$ cat src/rtl/up_counter_mod.sv
`default_nettype none
// ============================================================================
// Module   : up_counter_mod
// Brief    : Modulo up-counter (0..MAX) with enable, sync clear and
//            terminal-count flag.
// Revision : 1.0 - initial release
// ============================================================================
module up_counter_mod #(
    parameter int unsigned BITS = 8,
    parameter int unsigned MAX  = 255
) (
    input  logic            en,
    input  logic            clr,
    output logic [BITS-1:0] count,
    input  logic            clk,
    input  logic            rst_n,
    output logic            tc
);

    localparam logic [BITS-1:0] c_max = MAX[BITS-1:0];
    localparam logic [BITS-1:0] c_one = BITS'(1);

    // Declaration initializer gives a defined power-up value without reset.
    logic [BITS-1:0] r_count = '0;
    logic [BITS-1:0] w_next;
    logic            w_at_max;

    assign w_at_max = (r_count == c_max);
    assign w_next   = w_at_max ? '0 : (r_count + c_one);

    always_ff @(posedge clk) begin
        if (!rst_n) begin
            r_count <= '0;
        end else if (clr) begin
            r_count <= '0;
        end else if (en) begin
            r_count <= w_next;
        end
    end

    assign count = r_count;
    assign tc    = w_at_max;

endmodule
`default_nettype wire

$ cat config.mk
export PLATFORM = sky130hd
export DESIGN_NAME = up_counter_mod
export DESIGN_NICKNAME = d
export VERILOG_FILES = /design/src/rtl/up_counter_mod.sv
export SDC_FILE = /design/constraint.sdc
export NUM_CORES = 1
export LEC_CHECK = 0
export ABC_AREA = 1
export BUFFER_PORTS_ARGS = -buffer_cell sky130_fd_sc_hd__buf_2
export CAP_MARGIN = 40
export CORE_AREA = 2 2 39 41
export CTS_BUF_LIST = sky130_fd_sc_hd__clkbuf_4 sky130_fd_sc_hd__clkbuf_8 sky130_fd_sc_hd__clkbuf_16
export CTS_CLUSTER_DIAMETER = 80
export DETAILED_ROUTE_END_ITERATION = 10
export DIE_AREA = 0 0 41 43
export PLACE_DENSITY = 0.56
export SETUP_SLACK_MARGIN = 0.5
export SLEW_MARGIN = 5
export SYNTH_ARGS = -nofsm -noshare
export SYNTH_HDL_FRONTEND = slang
export SYNTH_SLANG_ARGS = --single-unit
export TNS_END_PERCENT = 30
$ cat constraint.sdc
create_clock -name clk -period 2.1 [get_ports clk]
set_input_delay 0.105 -clock clk [delete_from_list [all_inputs] [get_ports clk]]
set_output_delay 0.105 -clock clk [all_outputs]
set_load 0.01 [all_outputs]
Yosys cells after proc, flatten, opt, wreduce, memory -nomap -nowiden
Index checks and enable logic that the tools add are counted.
- $add $sub $neg: 1
- equality and inequality tests: 1
- multiplexer cells: 1
- bitwise gates (word level): 1
- reductions and logical operators: 1
- operators with widths (kind ; count):
    adder 8 x 1 -> 8 bit, second input constant ; 1
    == test 8 bit, second input constant ; 1
    2-to-1 mux 8 bit ; 1
    OR reduction 2 bit ; 1
    NOT 1 bit ; 1
- flip-flop bits (word level): 8
- input port bits: 4
- output and inout port bits: 9
- logic and storage cells: 6

Longest topological paths before layout
Gate-level depths: netlist (run 1).
- depth in word-level cells: 2
- gate-level depth with buffers: 7
- gate-level depth less buffers: 6

Worst setup path before layout (run 1)
No wires, ideal clock.
- kind: register to register
- start: reg r_count[0] (netlist: count[0])
- end: reg r_count[0] (netlist: count[0])
- library setup time: 0.116 ns
- arrival: 1.048 ns
- required time: 1.984 ns
- setup slack: 0.936 ns
- cell stages (with the launch flop): 7
- path buffers: 0
- period minus slack after synthesis: 1.164 ns
- cells stage by stage: dfxtp_1 -> ha_1 -> nand2_1 -> nor2_1 -> nand3_1 -> nand2_2 -> nor2_1
- cells in the longest elaborated chain, start to end: 2
- elaborated cells on any way between the ends: 3
- classes of those cells: add/sub (1); eq/ne (1); mux (1)
- ends and longest elaborated chain (element ; line ; text):
    start: declaration ; 24 ; logic [BITS-1:0] r_count = '0;
    start signal: assignment ; 37 ; r_count <= w_next;
    adder 8 x 1 -> 8 bit / == test 8 bit (equally long branches) ; 29, 28 ;
    2-to-1 mux 8 bit * ; 29 ; assign w_next = w_at_max ? '0 : (r_count + c_one);
Every way passes the cells marked *; elsewhere a longest branch is shown, timed or not.
A chain may end at the register's enable or synchronous reset.

Worst setup path in the final report (run 1)
- start: reg r_count[0] (netlist: count[0])
- end: out tc
- cells in the longest elaborated chain, start to end: 1
- ends and longest elaborated chain (element ; line ; text):
    == test 8 bit ; 28 ; assign w_at_max = (r_count == c_max);
    end: declaration ; 17 ; output logic tc
Every way passes these cells.

==> results.yml, run 1 <==
outcome:
  status: "complete, no violations"
clock_network:
  cts_hold_buf: 0
  clkLatencyLatePin_ns: 0.25
  clockRootBuffer: "clkbuf_4"
  cts_max_level: 1
  numCtsBuffers: 3
  clock_path_buffers: 2
  cts_sinks: 8
  cts.clk_slew.worst_paths_ns: 0.06
  cts_tree: "yes"
  cts_setup_buffers: 0
  ctsResizeCount: 0
sta:
  setup_tns_ns: 0
  setup_violations: 0
  period_share_pct: 67.7
  max_slew_margin_pct: 80.5
  timing.fmax_mhz: 703
  worst_slack_ns: 0.678
  worst_pin_slew_ns: 0.292
  min_period_ns: 1.42
  finalClockSkew_ns: 0.000767
  drv_slew: 0
  finalHoldViolations: 0
  rsz0062_at_grt: "false"
  holdWs_ns: 0.146
finish:
  syn_to_final_growth_pct: 21.7
  fin_util_pct: 37.0
  diodes: 0
  drive_above_1_share_pct: 28.4
  layout.nets: 81
  largest_reg_flops: 8
power_and_ir_drop:
  pwr-share-clk_pct: 40.8
  swShare_pct: 22.9
  ir_drop_uv: 227
  pwr-share-seq_pct: 53.1
  intPower_uw: 227
  power_switching_uw: 67.4
  combPwrFrac_pct: 6.1
  p_leak_uw: 0.000231
  powerDensity_mw_per_mm2: 575
  finalPower_uw: 294
setup_path:
  crit_buf_inv: 1
  critPathTopFamily: "flip-flops"
  startpoint_type: "flip-flop"
  crit_type: "reg -> out"
  path_cells: "ha_1 -> nand2_1 -> nor3_1 -> buf_2"
  critPathSlowestCell: "dfxtp_1"
  cp.required_ns: 2.00
  cpPeakStageDelay_ns: 0.42
  crit_fanout: 4
  end_kind: "output pin"
  arrival_ns: 1.32
yosys:
  synth_fa_ha_area_share_pct: 2.98
  synth_mux_area_share_pct: 0
  synth_area_leader_cell: "dfxtp_1"
  synth-simple-area-share_pct: 37.2
  syn_inst: 60
  seq_area_frac_synth_pct: 38.1
  synth_fp_nets: 65
  synth_top_flop_cell: "dfxtp_1"
  async_flop_share_pct: 0
  synth.top_cells.by_count: "nand2_1, inv_1, dfxtp_1, nor2_1, nand3_1"
  synth_top_area_share_pct: 38.1
  synthXorXnorAreaFrac_pct: 2.08
  synth_edf_count: 0
  yosysMostFrequentCell: "nand2_1"
  synth.cell_area_sq_um: 420
  synth_compound_area_share_pct: 8.93
  synth_top_family_by_area: "simple AND/OR/NAND/NOR gates"
  synth.area.top_cells: "dfxtp_1, nand2_1, inv_1"
  avgSynthCellArea_sq_um: 7.01
  synth-seq-cells: 8
  synth_cell_types: 17
  ys_warn_count: 0
drt:
  wl_met3_um: 33
  dr.pass1.iters: 4
  top_layer: "met4"
  antenna_left: 0
  wirelength_um: 826
  drt_iter0_drc: 6
  met2_length_um: 368
  via_per_inst: 4.29
  detail_route.wl_per_cell_um: 9.18
  vias: 386
  wl_met1_um: 402
  drc_errors: 0
floorplan:
  start_util_pct: 30.4
  rows: 14
  io_pins: 13
  dieArea_sq_mm: 0.00176
  dieWidth_um: 41
  core-area_sq_mm: 0.00138
  chipHeight_um: 43
place:
  io_buffers: 12
  gp_congestion: 0.696
  pre_cts_ws_ns: 0.913
  dp_hpwl_um: 670
worst_hold_path:
  holdCritPathClass: "in -> reg"
global_route:
  antenna_found_initial: 0
  grt_pass1_wl_um: 1340
  gr-total-overflow: 0
  grtUsageTotal_pct: 11.8
  grt_max_degree: 8
  grt_pass1_vias: 367
job:
  maxCapViolCount: 0
==> layout by cell type (no fill, tap or decap) <==
cell       n
nand2_1   14
buf_2     12
inv_1      9
dfxtp_1    8
nor2_1     7
nand3_1    4
nor2_2     3
a21oi_1    3
clkbuf_4   3
nor3_1     2
o21ai_1    2
o21ai_0    1
xnor2_1    1
nand2_2    1
nand2_4    1
nor2_4     1
o21bai_1   1
ha_1       1
==> final timing paths <==
kind | endpoint | slack [ns] | cells past startpoint | from
max | tc | 0.68 | 4 | count[0]
min | count[1] | 0.15 | 2 | en
max reg2reg | count[0] | 0.91 | 6 | count[0]
min reg2reg | count[6] | 0.51 | 2 | count[6]
==> per-stage QoR <==
stage | cells | area [sq um]
floorplan | 60 | 420
global placement | 87 | 489
detailed placement | 87 | 489
CTS | 90 | 512
global route | 90 | 512
finish | 90 | 512
==> power by group through the flow <==
stage	registers (uW)	clock network [uW]	logic, uW
global route	156	129	20.9
floorplan	160	0	13.0
finish	156	120	18.1
detailed placement	159	0	18.3
global placement	159	0	18.5
CTS	156	125	18.4
==> cell type report <==
| class | instances | area [sq um] |
|---|---|---|
| multi-input cells | 42 | 215 |
| clock buffers | 3 | 22.5 |
| repair buffers | 12 | 60.1 |
| flip-flops and latches | 8 | 160 |
| fillers | 151 | 872 |
| inverters | 9 | 33.8 |
| well taps | 16 | 20.0 |
==> logic make-up (layout without fill, tap and decap cells) <==
logic type | Yosys count | in the layout
buf+inv | 10 | 24
compound gates | 7 | 7
flops | 8 | 8
xor+xnor | 1 | 1
simple gates | 33 | 33
fa+ha+maj | 1 | 1
==> layer usage <==
metal | up-vias | global-route usage, %
met5 | - | 0
met4 | 0 | 12.0
met3 | 2 | 3.14
met2 | 8 | 16.3
met1 | 161 | 13.3
li1 | 215 | -
Note: power is estimated with default switching activity, not from simulation.
==> run 2, diff against run 1 <==
--- a/config.mk
+++ b/config.mk
@@ -13,7 +13,7 @@
 export CTS_CLUSTER_DIAMETER = 80
 export DETAILED_ROUTE_END_ITERATION = 10
 export DIE_AREA = 0 0 41 43
-export PLACE_DENSITY = 0.56
+export PLACE_DENSITY = 0.58
 export SETUP_SLACK_MARGIN = 0.5
 export SLEW_MARGIN = 5
 export SYNTH_ARGS = -nofsm -noshare
==> constraint.sdc (replaced) <==
create_clock -name clk -period 1.2 [get_ports clk]
set_input_delay 0.06 -clock clk [delete_from_list [all_inputs] [get_ports clk]]
set_output_delay 0.06 -clock clk [all_outputs]
set_load 0.01 [all_outputs]
==> results.yml, run 2 (synthesis gave the netlist of run 1 again) <==
clock_network:
  numCtsBuffers: 3
  clkLatencyLatePin_ns: 0.25
  cts_sinks: 8
  cts_tree: "yes"
  clockRootBuffer: "clkbuf_4"
  cts_hold_buf: 0
  cts_max_level: 1
  clock_path_buffers: 2
  cts.clk_slew.worst_paths_ns: 0.06
power_and_ir_drop:
  power_switching_uw: 126
  finalPower_uw: 529
  pwr-share-clk_pct: 39.6
  intPower_uw: 403
  pwr-share-seq_pct: 50.6
  powerDensity_mw_per_mm2: 769
  ir_drop_uv: 517
  p_leak_uw: 0.000329
  combPwrFrac_pct: 9.8
  swShare_pct: 23.8
global_route:
  grt_pass1_vias: 400
  grt_pass1_wl_um: 1590
  gr-total-overflow: 0
  grt_max_degree: 8
  antenna_found_initial: 0
  grtUsageTotal_pct: 13.3
place:
  gp_congestion: 0.759
  io_buffers: 12
  dp_hpwl_um: 705
  dp.cells: 88
drt:
  dr.pass1.iters: 4
  detail_route.wl_per_cell_um: 10.8
  via_per_inst: 4.49
  antenna_left: 0
  drc_errors: 0
  drt_iter0_drc: 5
  vias: 440
  wirelength_um: 1060
setup_path:
  crit_type: "reg -> out"
  end_kind: "output pin"
  reg2regPathDepth: 6
  cp.depth: 4
  path_cells: "ha_4 -> nand2_4 -> nor3_2 -> buf_2"
  arrival_ns: 1.13
  rr_endpoint: "count[6]"
  cpPeakStageDelay_ns: 0.36
  crit_start: "count[1]"
  endpoint: "tc"
  rrSetupSlack_ns: 0.06
  critPathTopFamily: "flip-flops"
  startpoint_type: "flip-flop"
  cp.required_ns: 1.14
  critPathSlowestCell: "dfxtp_4"
  r2r-start: "count[1]"
  crit_fanout: 2
  crit_buf_inv: 1
finish:
  layout_commonest_cell: "nand2_1"
  syn_to_final_growth_pct: 63.7
  diodes: 0
  fill_cells: 137
  drive_above_1_share_pct: 58.5
  finalNonFillerCells: 98
  largest_reg_flops: 8
  layout_common_cells: "nand2_1, nor2_1, buf_6, buf_4"
  layout.nets: 89
  fin_util_pct: 49.7
worst_hold_path:
  holdCritPathClass: "in -> reg"
  holdPathStages: 2
sta:
  setup_tns_ns: 0
  setup_violations: 0
  max_slew_margin_pct: 77.0
  min_period_ns: 1.19
  worst_pin_slew_ns: 0.344
  finalHoldViolations: 0
  rsz0062_at_grt: "true"
  finalClockSkew_ns: 0.00856
  period_share_pct: 98.9
  drv_slew: 0
  timing.fmax_mhz: 842
floorplan:
  chipHeight_um: 43
  io_pins: 13
  rows: 14
  dieArea_sq_mm: 0.00176
  dieWidth_um: 41
  core-area_sq_mm: 0.00138
  start_util_pct: 30.4
job:
  maxCapViolCount: 0
outcome:
  status: "complete, no violations"
run 2: timing repair:
action	4_1_cts	5_1_grt
resized for setup	9	18
buffers inserted	6	1
setup endpoints to repair	17	17
pin swaps	7	4
endpoints found under the hold margin	0	0
run 2: power by group through the flow:
stage | clock network, uW | logic, uW | registers [uW]
after floorplan | 0 | 23.8 | 279
after global placement | 0 | 33.2 | 278
after detailed placement | 0 | 33.6 | 278
after CTS | 206 | 42.1 | 270
after global routing | 219 | 57.3 | 268
final | 209 | 51.9 | 268
run 2: worst min path at each step:
stage	from	slack, ns	end
floorplan	en	0.26	count[1]
global placement	en	0.35	count[1]
detailed placement	en	0.36	count[1]
CTS	en	0.11	count[1]
global route	en	0.13	count[1]
finish	en	0.10	count[1]
run 2: per-layer routing:
metal | global-route usage, % | wire length, um | up-vias
met4 | 6.00 | 12 | 0
met5 | 0 | 0 | -
li1 | - | - | 232
met3 | 3.14 | 54 | 2
met2 | 21.9 | 542 | 11
met1 | 15.2 | 453 | 195
run 2: cell type report:
class	instances	area, sq um	share of cell area (%)
timing repair buffer	20	161	23.5
sequential	8	178	25.8
tap	16	20.0	2.91
inverter	9	33.8	4.91
multi-input combinational	42	273	39.6
clock buffer	3	22.5	3.27
run 2: worst register-to-register path, delay by kind of cell, from the launching register on:
family | cells | cell delay (ns)
and+or+nand+nor | 2 | 0.18
adders and majority gates | 1 | 0.17
buffers and inverters | 2 | 0.21
AOI/OAI and AO/OA | 1 | 0.12
DFF | 1 | 0.35
run 2: through the flow:
| stage | cell area, sq um | worst slack, ns | hold slack, ns |
|---|---|---|---|
| 3_3_place_gp | 524 | 0.161 | 0.355 |
| 2_1_floorplan | 448 | 0.183 | 0.255 |
| 3_5_place_dp | 524 | 0.148 | 0.364 |
| 4_1_cts | 617 | 0.0372 | 0.105 |
| 5_1_grt | 688 | -0.00320 | 0.131 |
| 6_report | 688 | 0.0129 | 0.102 |
